$ cat src/rtl/node_route_sequencer.sv
// Route sequencer: debounces node detects, walks a programmable turn table over two laps
// and drives the motor turn block through a req/done handshake.
module node_route_sequencer #(
  parameter int ROUTE_LEN    = 14,
  parameter int LAP2_START   = 2,
  parameter int DEBOUNCE     = 4,
  parameter int TURN_TIMEOUT = 5000000
) (
  input  logic       clk,
  input  logic       rst,
  input  logic       start,
  input  logic       node_det,
  input  logic       route_we,
  input  logic [3:0] route_addr,
  input  logic [1:0] route_data,
  output logic       turn_req,
  output logic [1:0] turn_cmd,
  input  logic       turn_done,
  output logic [3:0] node_idx,
  output logic       lap,
  output logic       busy,
  output logic       done,
  output logic       fault,
  output logic       missed_node
);
  localparam int DW = $clog2(DEBOUNCE + 1);
  localparam int TW = $clog2(TURN_TIMEOUT + 1);
  localparam logic [DW-1:0] DEB_MAX  = DW'(DEBOUNCE);
  localparam logic [TW-1:0] TO_LAST  = TW'(TURN_TIMEOUT - 1);
  localparam logic [3:0]    LAST_IDX = 4'(ROUTE_LEN - 1);
  localparam logic [3:0]    LAP2_IDX = 4'(LAP2_START);
  localparam logic [4:0]    TBL_LEN  = 5'(ROUTE_LEN);

  typedef enum logic [2:0] {
    S_IDLE, S_RUN, S_ISSUE, S_WAIT_DONE, S_FINISH, S_FAULT
  } state_t;

  state_t          state;
  logic            det_s1, det_s2;
  logic [DW-1:0]   deb_cnt;
  logic            node_event;
  logic [TW-1:0]   to_cnt;
  logic [1:0]      cmd_r;
  logic [1:0]      route_tbl [16];
  logic [3:0]      adv_idx;
  logic            adv_lap;
  logic            adv_finish;
  logic            tbl_open;

  // Counter saturates at DEBOUNCE so a held level fires once until det_s2 drops.
  always_ff @(posedge clk) begin
    if (rst) begin
      det_s1     <= 1'b0;
      det_s2     <= 1'b0;
      deb_cnt    <= '0;
      node_event <= 1'b0;
    end else begin
      det_s1     <= node_det;
      det_s2     <= det_s1;
      node_event <= 1'b0;
      if (!det_s2) begin
        deb_cnt <= '0;
      end else if (deb_cnt != DEB_MAX) begin
        deb_cnt    <= deb_cnt + 1'b1;
        node_event <= (deb_cnt == DEB_MAX - 1'b1);
      end
    end
  end

  // Table contents deliberately survive reset.
  assign tbl_open = (state == S_IDLE) || (state == S_FINISH);

  always_ff @(posedge clk) begin
    if (route_we && tbl_open && ({1'b0, route_addr} < TBL_LEN))
      route_tbl[route_addr] <= route_data;
  end

  always_comb begin
    adv_idx    = node_idx;
    adv_lap    = lap;
    adv_finish = 1'b0;
    if (node_idx < LAST_IDX) begin
      adv_idx = node_idx + 4'd1;
    end else if (!lap) begin
      adv_idx = LAP2_IDX;
      adv_lap = 1'b1;
    end else begin
      adv_finish = 1'b1;
    end
  end

  always_ff @(posedge clk) begin
    if (rst) begin
      state       <= S_IDLE;
      turn_req    <= 1'b0;
      turn_cmd    <= 2'b00;
      cmd_r       <= 2'b00;
      node_idx    <= 4'd0;
      lap         <= 1'b0;
      busy        <= 1'b0;
      done        <= 1'b0;
      fault       <= 1'b0;
      missed_node <= 1'b0;
      to_cnt      <= '0;
    end else begin
      case (state)
        S_IDLE, S_FINISH: begin
          if (start) begin
            state       <= S_RUN;
            node_idx    <= 4'd0;
            lap         <= 1'b0;
            missed_node <= 1'b0;
            busy        <= 1'b1;
            done        <= 1'b0;
          end
        end
        S_RUN: begin
          if (node_event) begin
            case (route_tbl[node_idx])
              2'b00: begin
                if (adv_finish) begin
                  state <= S_FINISH;
                  busy  <= 1'b0;
                  done  <= 1'b1;
                end else begin
                  node_idx <= adv_idx;
                  lap      <= adv_lap;
                end
              end
              2'b11: begin
                state <= S_FINISH;
                busy  <= 1'b0;
                done  <= 1'b1;
              end
              default: begin
                cmd_r <= route_tbl[node_idx];
                state <= S_ISSUE;
              end
            endcase
          end
        end
        S_ISSUE: begin
          turn_req <= 1'b1;
          turn_cmd <= cmd_r;
          to_cnt   <= '0;
          state    <= S_WAIT_DONE;
          if (node_event) missed_node <= 1'b1;
        end
        S_WAIT_DONE: begin
          if (node_event) missed_node <= 1'b1;
          // turn_done on the final timeout cycle still completes the turn.
          if (turn_done) begin
            turn_req <= 1'b0;
            if (adv_finish) begin
              state <= S_FINISH;
              busy  <= 1'b0;
              done  <= 1'b1;
            end else begin
              node_idx <= adv_idx;
              lap      <= adv_lap;
              state    <= S_RUN;
            end
          end else if (to_cnt == TO_LAST) begin
            turn_req <= 1'b0;
            fault    <= 1'b1;
            state    <= S_FAULT;
          end else begin
            to_cnt <= to_cnt + 1'b1;
          end
        end
        S_FAULT: begin
          turn_req <= 1'b0;
        end
        default: state <= S_IDLE;
      endcase
    end
  end
endmodule

$ cat config.mk
export PLATFORM = sky130hd
export DESIGN_NAME = node_route_sequencer
export DESIGN_NICKNAME = d
export VERILOG_FILES = /design/src/rtl/node_route_sequencer.sv
export SDC_FILE = /design/constraint.sdc
export NUM_CORES = 1
export LEC_CHECK = 0
export CORE_MARGIN = 3
export CORE_UTILIZATION = 59
export DETAILED_ROUTE_END_ITERATION = 7
export GPL_ROUTABILITY_DRIVEN = 1
export GPL_TIMING_DRIVEN = 0
export PLACE_DENSITY = 0.8
export SLEW_MARGIN = 20
export SYNTH_ARGS = -nofsm -noshare
export SYNTH_HDL_FRONTEND = slang
export SYNTH_SLANG_ARGS = --single-unit
$ cat constraint.sdc
create_clock -name clk -period 3 [get_ports clk]
set_input_delay 0.9 -clock clk [delete_from_list [all_inputs] [get_ports clk]]
set_output_delay 0.9 -clock clk [all_outputs]
set_load 0.05 [all_outputs]
Word-level counts from Yosys, hierarchy flattened
Memories as Yosys holds them, arrays and structs flattened. A register that Yosys moved wholly into a read port is not among the register bits.
Index checks and enable logic that the tools add are counted.

word-level totals
  bits in registers = 46
  memory bits (writable) = 32
  output and inout port bits = 12
  logic and storage cells = 115
  memories kept = 1

cells by class
  add/sub/neg operators = 3
  $lt $le $gt $ge = 2
  equality and inequality tests = 19
  mux-type cells = 48
  bitwise gates (word level) = 5
  reduce and logical (&&, ||, !) cells = 22

memories
  name       depth  width  rd ports  clocked after memory_dff  wr ports  line  text
  route_tbl  16     2      1         1                         1         44    logic [1:0] route_tbl [16];

operator list
  operator                 number
  $mux W23                 2
  $pmux W23 S2             1
  $mux W4                  9
  $add A23 B1 Y23 const B  1
  $eq A23 B23 Y1 const B   1
  $mux W1                  20
  $mux W3                  6
  $pmux W3 S5              1
  $reduce_and A5 Y1        3
  $ne A2 B2 Y1 const B     6
  $ne A3 B3 Y1 const B     4
  $pmux W1 S3              4
  $pmux W4 S3              1
  $reduce_and A3 Y1        4
  $eq A3 B2 Y1 const B     3
  $lt A4 B4 Y1 const B     2
  $reduce_or A2 Y1         4
  $eq A3 B3 Y1 const B     2
  $pmux W1 S2              3
  $pmux W3 S2              1
  $reduce_bool A3 Y1       2
  $not A1 Y1               5
  $add A4 B1 Y4 const B    1
  $reduce_bool A2 Y1       2
  other kinds (10)         11

Depth between registers and ports, before layout
Gate-level depths: netlist of run 1.

  depth in word-level cells = 8
  gate-level depth with buffers = 11

Worst setup path after synthesis of run 1
No wires, ideal clock.

  path type = register -> register
  start point = register (tool-made name)
  end point = register node_idx[0]
  arrival time = 2.497 ns
  data required time = 2.929 ns
  setup slack = 0.433 ns
  stages on the path, launching flop included = 12
  path buffers = 2
  clock period less this slack = 2.567 ns
  cells stage by stage = dfxtp_1 buf_2 mux4_2 a22oi_1 nand3_1 inv_1 ha_1 nor3_1 or2_1 buf_2 or4_1 a21oi_1

RTL lines
  what                  line  text
  to (signal assigned)  126   node_idx <= adv_idx;
  to (signal assigned)  159   node_idx <= adv_idx;
  to (decl)             19    output logic [3:0] node_idx,

==> metrics.txt, run 1 <==
# TYPE chip_impl_metric gauge
chip_impl_info{name="synthMostInstantiatedCell",value="sky130_fd_sc_hd__dfxtp_1"} 1
chip_impl_metric{name="count_of_hold_buffers_inserted_by_post_cts_repair",unit=""} 0
chip_impl_info{name="cts_tree",value="yes"} 1
chip_impl_metric{name="post_synth_fa_ha_maj_area_fraction",unit=""} 0.0256
chip_impl_metric{name="flip_flop_and_latch_area",unit="mm²"} 0.00196
chip_impl_metric{name="drt-vias-per-instance",unit=""} 6.26
chip_impl_metric{name="synth_enable_flop_cells",unit=""} 32
chip_impl_metric{name="max_freq",unit="GHz"} 0.356
chip_impl_info{name="largest_family_of_logic_cells_by_synthesized_area",value="simple AND/OR/NAND/NOR gates"} 1
chip_impl_metric{name="port_buffers",unit=""} 22
chip_impl_metric{name="drive_above_1_share",unit=""} 0.112
chip_impl_metric{name="drv.max_cap_violation_count",unit=""} 0
chip_impl_metric{name="fin_crit_sh",unit=""} 0.937
chip_impl_info{name="yosys-top-cells-area",value="sky130_fd_sc_hd__dfxtp_1, sky130_fd_sc_hd__edfxtp_1, sky130_fd_sc_hd__mux4_2"} 1
chip_impl_info{name="yosys-top-cells-count",value="sky130_fd_sc_hd__dfxtp_1, sky130_fd_sc_hd__nor2_1, sky130_fd_sc_hd__a21oi_1, sky130_fd_sc_hd__edfxtp_1, sky130_fd_sc_hd__nand2_1"} 1
chip_impl_info{name="yosysTopAreaCell",value="sky130_fd_sc_hd__dfxtp_1"} 1
chip_impl_metric{name="post_synth_instance_area",unit="mm²"} 0.00390
chip_impl_metric{name="floorplan.die.height",unit="µm"} 87.3
chip_impl_metric{name="synth-warning-count",unit=""} 0
chip_impl_info{name="grt_setup_unrepaired",value="false"} 1
chip_impl_metric{name="number_of_buffers_created_by_cts",unit=""} 9
chip_impl_metric{name="utilization_after_layout",unit=""} 0.700
chip_impl_info{name="critPathCaptureType",value="flip-flop"} 1
chip_impl_metric{name="antennaDiodeCount",unit=""} 0
chip_impl_metric{name="post-route-min-period",unit="ns"} 2.81
chip_impl_info{name="cts_root_buffer",value="sky130_fd_sc_hd__clkbuf_8"} 1
chip_impl_metric{name="area_growth",unit="%"} 14.5
chip_impl_metric{name="multiInputGateArea",unit="mm²"} 0.00179
chip_impl_metric{name="num-fill-cells",unit=""} 474
chip_impl_metric{name="synth.top_cell.area_share",unit=""} 0.256
chip_impl_metric{name="postSynthRegisterBits",unit=""} 82
chip_impl_metric{name="max-vdd-ir-drop",unit="mV"} 0.480
chip_impl_metric{name="worstMarginPinSlew",unit="ns"} 0.674
chip_impl_info{name="status",value="completed"} 1
chip_impl_metric{name="gp_routability_congestion",unit=""} 0.865
chip_impl_metric{name="grt_pass1_vias",unit=""} 3058
chip_impl_metric{name="clkLatencyLatePin",unit="ns"} 0.36
chip_impl_info{name="type_of_the_worst_setup_path",value="flip-flop to flip-flop"} 1
chip_impl_info{name="ys.flop_type",value="sky130_fd_sc_hd__dfxtp_1"} 1
chip_impl_metric{name="worst-path-max-fanout",unit=""} 10
chip_impl_metric{name="postSynth.asyncResetShare",unit=""} 0
chip_impl_info{name="worstHoldPathType",value="flip-flop to flip-flop"} 1
chip_impl_metric{name="synthDistinctLibCells",unit=""} 59
chip_impl_metric{name="leakagePower",unit="nW"} 1.49
chip_impl_metric{name="initial_core_util",unit=""} 0.611
chip_impl_metric{name="fraction_of_the_yosys_area_taken_by_sequential_cells",unit=""} 0.503
chip_impl_metric{name="placement_rows",unit=""} 29
chip_impl_metric{name="worst_clock_skew",unit="ns"} 0.0121
chip_impl_metric{name="grt_pass1_wl",unit="µm"} 14700
chip_impl_metric{name="num_io_pins",unit=""} 24
chip_impl_metric{name="synthesis.area_per_instance",unit="µm²"} 10.1
chip_impl_metric{name="grt_start_max_net_pins",unit=""} 17
chip_impl_metric{name="dp_hpwl",unit="µm"} 6250
chip_impl_metric{name="worst_ep_required_time",unit="ns"} 3.28
chip_impl_metric{name="ctsLongestPathBuffers",unit=""} 2
chip_impl_metric{name="finalWirelength",unit="µm"} 8830
chip_impl_metric{name="timing_max_transition_violations_final",unit=""} 0
chip_impl_metric{name="clk_pin_slew_worst_paths",unit="ns"} 0.09
chip_impl_metric{name="tritoncts_num_sinks",unit=""} 82
chip_impl_metric{name="synth-compound-area-share",unit=""} 0.144
chip_impl_metric{name="post_synth_inst_count",unit=""} 386
chip_impl_metric{name="grt.overflow.total",unit=""} 0
chip_impl_metric{name="detail_route.wl_per_cell",unit="µm"} 17.5
chip_impl_metric{name="report.final.hold_viol_count",unit=""} 0
chip_impl_info{name="setup.worst_path.start_class",value="flip-flop"} 1
chip_impl_metric{name="routed-via-count",unit=""} 3155
chip_impl_metric{name="p_per_area",unit="mW/mm²"} 515
chip_impl_metric{name="detail_route.first_pass.iterations",unit=""} 5
chip_impl_metric{name="ant_nets",unit=""} 0
chip_impl_metric{name="synth-simple-area-share",unit=""} 0.216
chip_impl_metric{name="post-route-drc-count",unit=""} 0
chip_impl_metric{name="timing.slew.headroom",unit=""} 0.547
chip_impl_metric{name="die-width",unit="µm"} 87.3
chip_impl_metric{name="setup_violating_endpoint_count_in_the_final_report",unit=""} 0
chip_impl_metric{name="cts-htree-levels",unit=""} 3
chip_impl_metric{name="synth_xor_xnor_area_share",unit=""} 0.00449
chip_impl_metric{name="total_core_area",unit="mm²"} 0.00639
chip_impl_metric{name="critical_path_arrival",unit="ns"} 3.09
chip_impl_metric{name="holdWs",unit="ns"} 0.466
chip_impl_metric{name="initial_antenna_violation_count",unit=""} 0
chip_impl_metric{name="synth_mux_area_frac",unit=""} 0.0628
chip_impl_metric{name="finish.net_count",unit=""} 442
chip_impl_metric{name="design.die.area",unit="mm²"} 0.00763
chip_impl_metric{name="drt_iter0_markers",unit=""} 204
chip_impl_metric{name="gr-usage-all-layers",unit=""} 0.248
==> sequential cells by signal, indices dropped and copies added, names as in the netlist, named ones only <==
register and count:
node_idx 4, fault 1, turn_cmd 2, route_tbl 32
node_event 1, state 3, busy 1, to_cnt 23
deb_cnt 3, det_s1 1, lap 1, cmd_r 2
turn_req 1, det_s2 1, missed_node 1, done 1
==> layer usage <==
metal | GRT usage | up-vias | wire (µm)
li1 | - | 1505 | -
met1 | 0.333 | 1516 | 3820
met2 | 0.387 | 114 | 4270
met3 | 0.0568 | 20 | 529
met4 | 0.105 | 0 | 209
met5 | 0 | - | 0
==> worst max-delay path, cell delays in order (launching register included) <==
cell and delay [ns]:
sky130_fd_sc_hd__dfxtp_1 0.31, sky130_fd_sc_hd__buf_4 0.20, sky130_fd_sc_hd__mux4_2 0.55, sky130_fd_sc_hd__a22oi_2 0.21, sky130_fd_sc_hd__nand3_1 0.16, sky130_fd_sc_hd__inv_1 0.09, sky130_fd_sc_hd__ha_1 0.16, sky130_fd_sc_hd__nor3_1 0.05
sky130_fd_sc_hd__or2_1 0.22, sky130_fd_sc_hd__buf_2 0.18, sky130_fd_sc_hd__or4_1 0.43, sky130_fd_sc_hd__a21oi_1 0.17
==> path summary, 6_finish.rpt <==
kind | start | end | slack (ns) | depth (start not counted)
min reg2reg | turn_cmd[1] | turn_cmd[1] | 0.47 | 2
max reg2reg | flip-flop | node_idx[0] | 0.19 | 11
min | turn_cmd[1] | turn_cmd[1] | 0.47 | 2
max | flip-flop | node_idx[0] | 0.19 | 11
==> layout make-up <==
cell class | instances | area share
clock buffer | 10 | 0.0308
sequential | 82 | 0.439
inverter | 18 | 0.0151
clock inverter | 6 | 0.0202
buffer | 18 | 0.0224
timing repair buffer | 23 | 0.0509
multi-input combinational | 270 | 0.400
tap | 77 | 0.0216
==> metrics by stage <==
step / cell area, µm² / setup WS (ns) / std cells / total power, mW / setup TNS (ns)
2_1_floorplan: 3920 / 0.433 / 389 / 1.34 / 0
3_3_place_gp: 4230 / 0.0391 / 488 / 1.41 / 0
3_5_place_dp: 4230 / -0.00767 / 488 / 1.41 / -0.00767
4_1_cts: 4460 / 0.0884 / 504 / 2.31 / 0
5_1_grt: 4470 / 0.0299 / 504 / 2.38 / 0
6_report: 4470 / 0.188 / 504 / 2.30 / 0
==> where the power goes <==
| part | internal, mW | total, mW | switching (mW) |
|---|---|---|---|
| Sequential | 1.18 | 1.19 | 0.0140 |
| Combinational | 0.0797 | 0.204 | 0.125 |
| Clock | 0.493 | 0.908 | 0.415 |
| Total | 1.75 | 2.30 | 0.553 |
==> cells in the final DEF, fill, tap and decap left out, drive strengths merged, types with 3 or more instances in the layout <==
master	count
and3	4
clkbuf	17
nand3	17
edfxtp	32
conb	4
nand2b	6
or3	4
nand4	10
o21a	4
o21ai	13
buf	12
nor2	39
o311ai	3
a21oi	32
nand2	29
a22oi	4
dfxtp	50
a31oi	8
nor2b	8
a41oi	4
nor3	11
or4	11
clkdlybuf4s50	22
ha	8
o31ai	6
clkinv	4
inv	18
nand4b	3
mux2i	5
mux4	8
nor4	4
==> timing repair <==
action | 4_1_cts | 5_1_grt
setup buffers | 0 | 1
gates resized for setup | 0 | 3
setup endpoints to repair | 0 | 6
==> kinds of logic after synthesis <==
kind of cell / Yosys count
adder cells (fa/ha/maj): 8
AO/OA/AOI/OAI: 85
multiplexers: 14
buffers and inverters: 37
flip-flops: 82
XOR/XNOR: 2
AND/OR/NAND/NOR: 157
other: 1
(Power assumes the default switching activity.)
==> run 2, diff against run 1 <==
CORE_ASPECT_RATIO = 1.2   (was not set)
==> metrics.txt, run 2 (synthesis gave the netlist of run 1 again) <==
# TYPE chip_impl_metric gauge
chip_impl_info{name="status",value="completed"} 1
chip_impl_metric{name="post-route-drc-count",unit=""} 0
chip_impl_metric{name="max_freq",unit="GHz"} 0.355
chip_impl_metric{name="fin_setup_tns",unit="ns"} 0
chip_impl_info{name="final_cell_mix",value="sky130_fd_sc_hd__dfxtp_1, sky130_fd_sc_hd__nor2_1, sky130_fd_sc_hd__a21oi_1, sky130_fd_sc_hd__edfxtp_1, sky130_fd_sc_hd__nand2_1"} 1
chip_impl_metric{name="timing_max_transition_violations_final",unit=""} 0
chip_impl_metric{name="dp_hpwl",unit="µm"} 6180
chip_impl_metric{name="number_of_buffers_created_by_cts",unit=""} 9
chip_impl_metric{name="detail_route.first_pass.iterations",unit=""} 7
chip_impl_metric{name="max-vdd-ir-drop",unit="mV"} 0.449
chip_impl_metric{name="drv.max_cap_violation_count",unit=""} 0
chip_impl_metric{name="clkLatencyLatePin",unit="ns"} 0.35
chip_impl_info{name="critPathCaptureType",value="flip-flop"} 1
chip_impl_info{name="worstHoldPathType",value="flip-flop to flip-flop"} 1
chip_impl_info{name="type_of_the_worst_setup_path",value="flip-flop to flip-flop"} 1
chip_impl_metric{name="num-fill-cells",unit=""} 466
chip_impl_info{name="cts_tree",value="yes"} 1
chip_impl_metric{name="grt_pass1_vias",unit=""} 2959
chip_impl_metric{name="setup_violating_endpoint_count_in_the_final_report",unit=""} 0
chip_impl_metric{name="worstMarginPinSlew",unit="ns"} 0.700
chip_impl_info{name="cts_root_buffer",value="sky130_fd_sc_hd__clkbuf_8"} 1
chip_impl_info{name="mostFrequentLayoutCell",value="sky130_fd_sc_hd__dfxtp_1"} 1
chip_impl_metric{name="leakagePower",unit="nW"} 1.47
chip_impl_metric{name="report.final.hold_viol_count",unit=""} 0
chip_impl_metric{name="gr-usage-all-layers",unit=""} 0.244
chip_impl_metric{name="ant_nets",unit=""} 0
chip_impl_metric{name="gp_routability_congestion",unit=""} 0.914
chip_impl_metric{name="crit_path_max_incr_delay",unit="ns"} 0.53
chip_impl_metric{name="worst_ep_required_time",unit="ns"} 3.28
chip_impl_metric{name="initial_antenna_violation_count",unit=""} 0
chip_impl_metric{name="p_per_area",unit="mW/mm²"} 478
chip_impl_info{name="grt_setup_unrepaired",value="false"} 1
chip_impl_info{name="largestRegisters",value="route_tbl: 32 flops, to_cnt: 23 flops, node_idx: 4 flops"} 1
chip_impl_metric{name="critical_path_arrival",unit="ns"} 3.09
chip_impl_metric{name="grt_start_max_net_pins",unit=""} 17
chip_impl_metric{name="finalWirelength",unit="µm"} 8640
chip_impl_metric{name="drt-vias-per-instance",unit=""} 6.22
chip_impl_info{name="path_cells",value="buf_4 -> mux4_2 -> a22oi_1 -> nand3_1 -> inv_1 -> ha_1 -> nor3_1 -> or2_1 -> buf_2 -> or4_1 -> a21oi_1"} 1
chip_impl_metric{name="drt_iter0_markers",unit=""} 277
chip_impl_metric{name="final_area",unit="mm²"} 0.00441
chip_impl_metric{name="worst_clock_skew",unit="ns"} 0.0175
chip_impl_metric{name="drive_above_1_share",unit=""} 0.106
chip_impl_metric{name="finish.net_count",unit=""} 441
chip_impl_metric{name="routed-via-count",unit=""} 3161
chip_impl_info{name="critPathTopFamily",value="simple AND/OR/NAND/NOR gates"} 1
chip_impl_metric{name="ctsLongestPathBuffers",unit=""} 2
chip_impl_info{name="largest-register",value="route_tbl"} 1
chip_impl_metric{name="die-width",unit="µm"} 80.3
chip_impl_info{name="setup.worst_path.start_class",value="flip-flop"} 1
chip_impl_metric{name="utilization_after_layout",unit=""} 0.710
chip_impl_metric{name="design.die.area",unit="mm²"} 0.00763
chip_impl_metric{name="post-route-min-period",unit="ns"} 2.82
chip_impl_metric{name="cts_post_setup_buffers_inserted",unit=""} 0
chip_impl_metric{name="post_cts_resize_count",unit=""} 0
chip_impl_metric{name="largest_reg_flops",unit=""} 32
chip_impl_metric{name="worst-path-max-fanout",unit=""} 10
chip_impl_metric{name="num_io_pins",unit=""} 24
chip_impl_metric{name="floorplan.die.height",unit="µm"} 95.1
chip_impl_metric{name="cp_num_buf_inv",unit=""} 3
chip_impl_metric{name="area_growth",unit="%"} 12.9
chip_impl_metric{name="timing.slew.headroom",unit=""} 0.530
chip_impl_metric{name="detailed_place.area",unit="mm²"} 0.00424
chip_impl_metric{name="tritoncts_num_sinks",unit=""} 82
chip_impl_metric{name="cts-htree-levels",unit=""} 3
chip_impl_metric{name="fin_crit_sh",unit=""} 0.938
chip_impl_metric{name="total_core_area",unit="mm²"} 0.00621
chip_impl_metric{name="grt.overflow.total",unit=""} 0
chip_impl_metric{name="grt_pass1_wl",unit="µm"} 14200
chip_impl_metric{name="antennaDiodeCount",unit=""} 0
chip_impl_metric{name="count_of_hold_buffers_inserted_by_post_cts_repair",unit=""} 0
chip_impl_metric{name="initial_core_util",unit=""} 0.629
chip_impl_info{name="worst_path_max_delay_cell",value="sky130_fd_sc_hd__mux4_2"} 1
chip_impl_metric{name="clk_pin_slew_worst_paths",unit="ns"} 0.08
chip_impl_metric{name="placement_rows",unit=""} 31
chip_impl_metric{name="detail_route.wl_per_cell",unit="µm"} 17.0
chip_impl_metric{name="port_buffers",unit=""} 22
[run 2: cell count changes in the layout (fill, tap and decap cells not counted), moves of 2 or more]
cell,before,now
sky130_fd_sc_hd__bufinv_16,2,0
sky130_fd_sc_hd__clkbuf_1,7,9
sky130_fd_sc_hd__clkinv_2,0,2
sky130_fd_sc_hd__clkinv_4,3,1
[run 2: metrics by stage]
stage                     instances  power (mW)  hold WS [ns]  setup slack (ns)
after floorplan                 389        1.34         0.414             0.433
after global placement          493        1.40         0.429            0.0273
after detailed placement        493        1.41         0.444            0.0170
after CTS                       509        2.11         0.456            0.0325
after global routing            508        2.18         0.480            0.0162
final                           508        2.11         0.449             0.185
[run 2: worst reg2reg max path: cells and delay by family (launching register included)]
family / cells / cell delay, ns
adder cells (fa/ha/maj): 1 / 0.16
multiplexers: 1 / 0.53
buffers and inverters: 3 / 0.46
AO/OA/AOI/OAI: 2 / 0.40
AND/OR/NAND/NOR: 4 / 0.88
flip-flops: 1 / 0.32
[run 2: power breakdown]
part | switching [mW] | total, mW | leakage, nW | internal [mW]
registers | 0.0149 | 1.19 | 0.696 | 1.18
logic | 0.120 | 0.198 | 0.679 | 0.0778
clock network | 0.394 | 0.720 | 0.0907 | 0.326
total | 0.529 | 2.11 | 1.47 | 1.58
[run 2: final timing paths]
path	start	end	slack [ns]	cells after the start
hold / removal	det_s1	det_s2	0.45	1
setup / recovery	flip-flop	node_idx[0]	0.18	11
hold reg to reg	det_s1	det_s2	0.45	1
setup reg to reg	flip-flop	node_idx[0]	0.18	11
[run 2: final cells by class]
type | instances | area [µm²] | share of cell area
tap | 82 | 103 | 0.0233
timing repair buffer | 22 | 220 | 0.0499
inverter | 18 | 67.6 | 0.0153
sequential | 82 | 1960 | 0.445
buffer | 18 | 100 | 0.0227
clock buffer | 12 | 145 | 0.0329
clock inverter | 4 | 27.5 | 0.00624
multi-input combinational | 270 | 1780 | 0.405
[run 2: metal layers]
metal	track usage	vias up	routed length (µm)
met5	0	-	0
met4	0.101	0	244
met3	0.0567	29	389
met2	0.426	111	4490
met1	0.288	1513	3520
li1	-	1508	-
==> run 3, diff against run 2 <==
CORE_MARGIN = 10   (was 3)
RECOVER_POWER = 50   (was not set)
==> metrics.txt, run 3 (synthesis gave the netlist of run 1 again) <==
# TYPE chip_impl_metric gauge
chip_impl_metric{name="final_area",unit="mm²"} 0.00444
chip_impl_metric{name="max-vdd-ir-drop",unit="mV"} 0.373
chip_impl_metric{name="detailed_place.area",unit="mm²"} 0.00424
chip_impl_metric{name="worst_ep_required_time",unit="ns"} 3.28
chip_impl_metric{name="port_buffers",unit=""} 22
chip_impl_metric{name="number_of_buffers_created_by_cts",unit=""} 9
chip_impl_metric{name="p_per_area",unit="mW/mm²"} 491
chip_impl_info{name="mostFrequentLayoutCell",value="sky130_fd_sc_hd__dfxtp_1"} 1
chip_impl_metric{name="timing_max_transition_violations_final",unit=""} 0
chip_impl_metric{name="largest_reg_flops",unit=""} 32
chip_impl_metric{name="design.die.area",unit="mm²"} 0.0103
chip_impl_metric{name="leakagePower",unit="nW"} 1.48
chip_impl_metric{name="detail_route.first_pass.iterations",unit=""} 5
chip_impl_metric{name="post-route-drc-count",unit=""} 0
chip_impl_metric{name="antennaDiodeCount",unit=""} 0
chip_impl_metric{name="drive_above_1_share",unit=""} 0.108
chip_impl_metric{name="gp_routability_congestion",unit=""} 0.931
chip_impl_metric{name="gr-usage-all-layers",unit=""} 0.175
chip_impl_info{name="largest-register",value="route_tbl"} 1
chip_impl_metric{name="grt_pass1_wl",unit="µm"} 14400
chip_impl_metric{name="placement_rows",unit=""} 32
chip_impl_info{name="r2r-end",value="node_idx[0]"} 1
chip_impl_metric{name="ant_nets",unit=""} 0
chip_impl_info{name="hold_path.startpoint",value="det_s1"} 1
chip_impl_info{name="largestRegisters",value="route_tbl: 32 flops, to_cnt: 23 flops, node_idx: 4 flops"} 1
chip_impl_metric{name="ctsLongestPathBuffers",unit=""} 2
chip_impl_metric{name="timing.reg2reg.setup_slack",unit="ns"} 0.18
chip_impl_info{name="type_of_the_worst_setup_path",value="flip-flop to flip-flop"} 1
chip_impl_metric{name="num_io_pins",unit=""} 24
chip_impl_metric{name="area_growth",unit="%"} 13.7
chip_impl_info{name="path_cells",value="buf_4 -> mux4_2 -> a22oi_1 -> nand3_2 -> inv_1 -> ha_1 -> nor3_1 -> or2_1 -> buf_2 -> or4_1 -> a21oi_1"} 1
chip_impl_metric{name="report.final.hold_viol_count",unit=""} 0
chip_impl_info{name="status",value="completed"} 1
chip_impl_metric{name="total_core_area",unit="mm²"} 0.00645
chip_impl_metric{name="finalWirelength",unit="µm"} 8590
chip_impl_metric{name="dp_worst_setup_slack",unit="ns"} -0.0665
chip_impl_metric{name="grt_start_max_net_pins",unit=""} 17
chip_impl_info{name="critPathCaptureType",value="flip-flop"} 1
chip_impl_metric{name="worstMarginPinSlew",unit="ns"} 0.789
chip_impl_metric{name="fin_crit_sh",unit=""} 0.939
chip_impl_metric{name="dp_hpwl",unit="µm"} 6180
chip_impl_metric{name="drt_iter0_markers",unit=""} 149
chip_impl_metric{name="multiInputGateArea",unit="mm²"} 0.00179
chip_impl_metric{name="die-width",unit="µm"} 94.3
chip_impl_metric{name="grt.overflow.total",unit=""} 0
chip_impl_metric{name="drv.max_cap_violation_count",unit=""} 0
chip_impl_metric{name="utilization_after_layout",unit=""} 0.688
chip_impl_metric{name="initial_core_util",unit=""} 0.606
chip_impl_metric{name="worst-path-max-fanout",unit=""} 10
chip_impl_metric{name="count_of_hold_buffers_inserted_by_post_cts_repair",unit=""} 0
chip_impl_metric{name="worst_clock_skew",unit="ns"} 0.0148
chip_impl_metric{name="tritoncts_num_sinks",unit=""} 82
chip_impl_metric{name="worst_r2r_path_depth",unit=""} 11
chip_impl_info{name="cts_root_buffer",value="sky130_fd_sc_hd__clkbuf_8"} 1
chip_impl_info{name="setup.worst_path.start_class",value="flip-flop"} 1
chip_impl_info{name="cts_tree",value="yes"} 1
chip_impl_metric{name="critical_path_arrival",unit="ns"} 3.10
chip_impl_metric{name="timing.final.ws_setup",unit="ns"} 0.182
chip_impl_info{name="crit_end",value="node_idx[0]"} 1
chip_impl_metric{name="grt_pass1_vias",unit=""} 3025
chip_impl_metric{name="initial_antenna_violation_count",unit=""} 0
chip_impl_info{name="worst_path_max_delay_cell",value="sky130_fd_sc_hd__mux4_2"} 1
chip_impl_metric{name="finish.net_count",unit=""} 441
chip_impl_metric{name="max_freq",unit="GHz"} 0.355
chip_impl_metric{name="cts-htree-levels",unit=""} 3
chip_impl_metric{name="clkLatencyLatePin",unit="ns"} 0.36
chip_impl_metric{name="clk_pin_slew_worst_paths",unit="ns"} 0.08
chip_impl_metric{name="timing.slew.headroom",unit=""} 0.470
chip_impl_metric{name="setup_violating_endpoint_count_in_the_final_report",unit=""} 0
chip_impl_metric{name="cell_depth_of_the_worst_hold_path",unit=""} 1
chip_impl_metric{name="num-fill-cells",unit=""} 519
chip_impl_metric{name="post-route-min-period",unit="ns"} 2.82
chip_impl_metric{name="detail_route.wl_per_cell",unit="µm"} 16.8
chip_impl_metric{name="routed-via-count",unit=""} 3130
chip_impl_metric{name="floorplan.die.height",unit="µm"} 109
chip_impl_metric{name="flip_flop_and_latch_area",unit="mm²"} 0.00196
chip_impl_info{name="grt_setup_unrepaired",value="false"} 1
chip_impl_info{name="worstHoldPathType",value="flip-flop to flip-flop"} 1
chip_impl_metric{name="crit_path_max_incr_delay",unit="ns"} 0.52
chip_impl_info{name="final_cell_mix",value="sky130_fd_sc_hd__dfxtp_1, sky130_fd_sc_hd__nor2_1, sky130_fd_sc_hd__a21oi_1, sky130_fd_sc_hd__edfxtp_1, sky130_fd_sc_hd__nand2_1"} 1
chip_impl_metric{name="drt-vias-per-instance",unit=""} 6.13
chip_impl_metric{name="fin_setup_tns",unit="ns"} 0
run 3: cell types whose count changed in the layout (fill, tap and decap cells not counted), sizes merged:
cell	before	now
clkinv	3	2
buf	11	9
inv	19	20
dlygate4sd3	0	2
clkbuf	19	20
bufinv	0	1
clkdlybuf4s50	22	20
run 3: how the worst min path moves through the flow:
stage | end | slack, ns
2_1_floorplan | det_s2 | 0.41
3_3_place_gp | det_s2 | 0.42
3_5_place_dp | turn_cmd[0] | 0.46
4_1_cts | turn_cmd[0] | 0.47
5_1_grt | turn_cmd[0] | 0.47
6_report | det_s2 | 0.47
run 3: report_power, final:
group | total, mW | switching (mW) | internal (mW)
registers | 1.19 | 0.0147 | 1.18
logic | 0.196 | 0.119 | 0.0775
clock network | 0.791 | 0.397 | 0.394
run 3: timing repair:
item / CTS / global route
setup buffers: 0 / 0
endpoints found under the setup margin: 0 / 6
resized for setup: 0 / 5
run 3: layout make-up:
cell class                      instances  share of cell area
Sequential cell                        82               0.442
Multi-Input combinational cell        270               0.404
Timing Repair Buffer                   22              0.0496
Clock buffer                           11              0.0304
Tap cell                               85              0.0240
Buffer                                 18              0.0223
Inverter                               18              0.0152
Clock inverter                          5              0.0121
run 3: worst max-delay path: cells and delay by family, from the launching register on:
kind                       cells  cell delay, ns
and+or+nand+nor                4            0.87
muxes                          1            0.52
DFF                            1            0.31
AOI/OAI and AO/OA              2            0.43
adders and majority gates      1            0.16
buffers and inverters          3            0.46
run 3: through the flow:
stage | hold slack [ns] | total power, mW | cells
6_report | 0.465 | 2.18 | 511
5_1_grt | 0.475 | 2.24 | 511
4_1_cts | 0.467 | 2.18 | 512
3_5_place_dp | 0.456 | 1.41 | 496
3_3_place_gp | 0.424 | 1.40 | 496
2_1_floorplan | 0.414 | 1.34 | 389
run 3: routing by layer:
metal  vias up  routed length (µm)  track usage
met5         -                   0            0
met2       108                4340        0.297
met3        23                 444       0.0296
met1      1491                3580        0.209
met4         0                 223       0.0859
li1       1508                   -            -
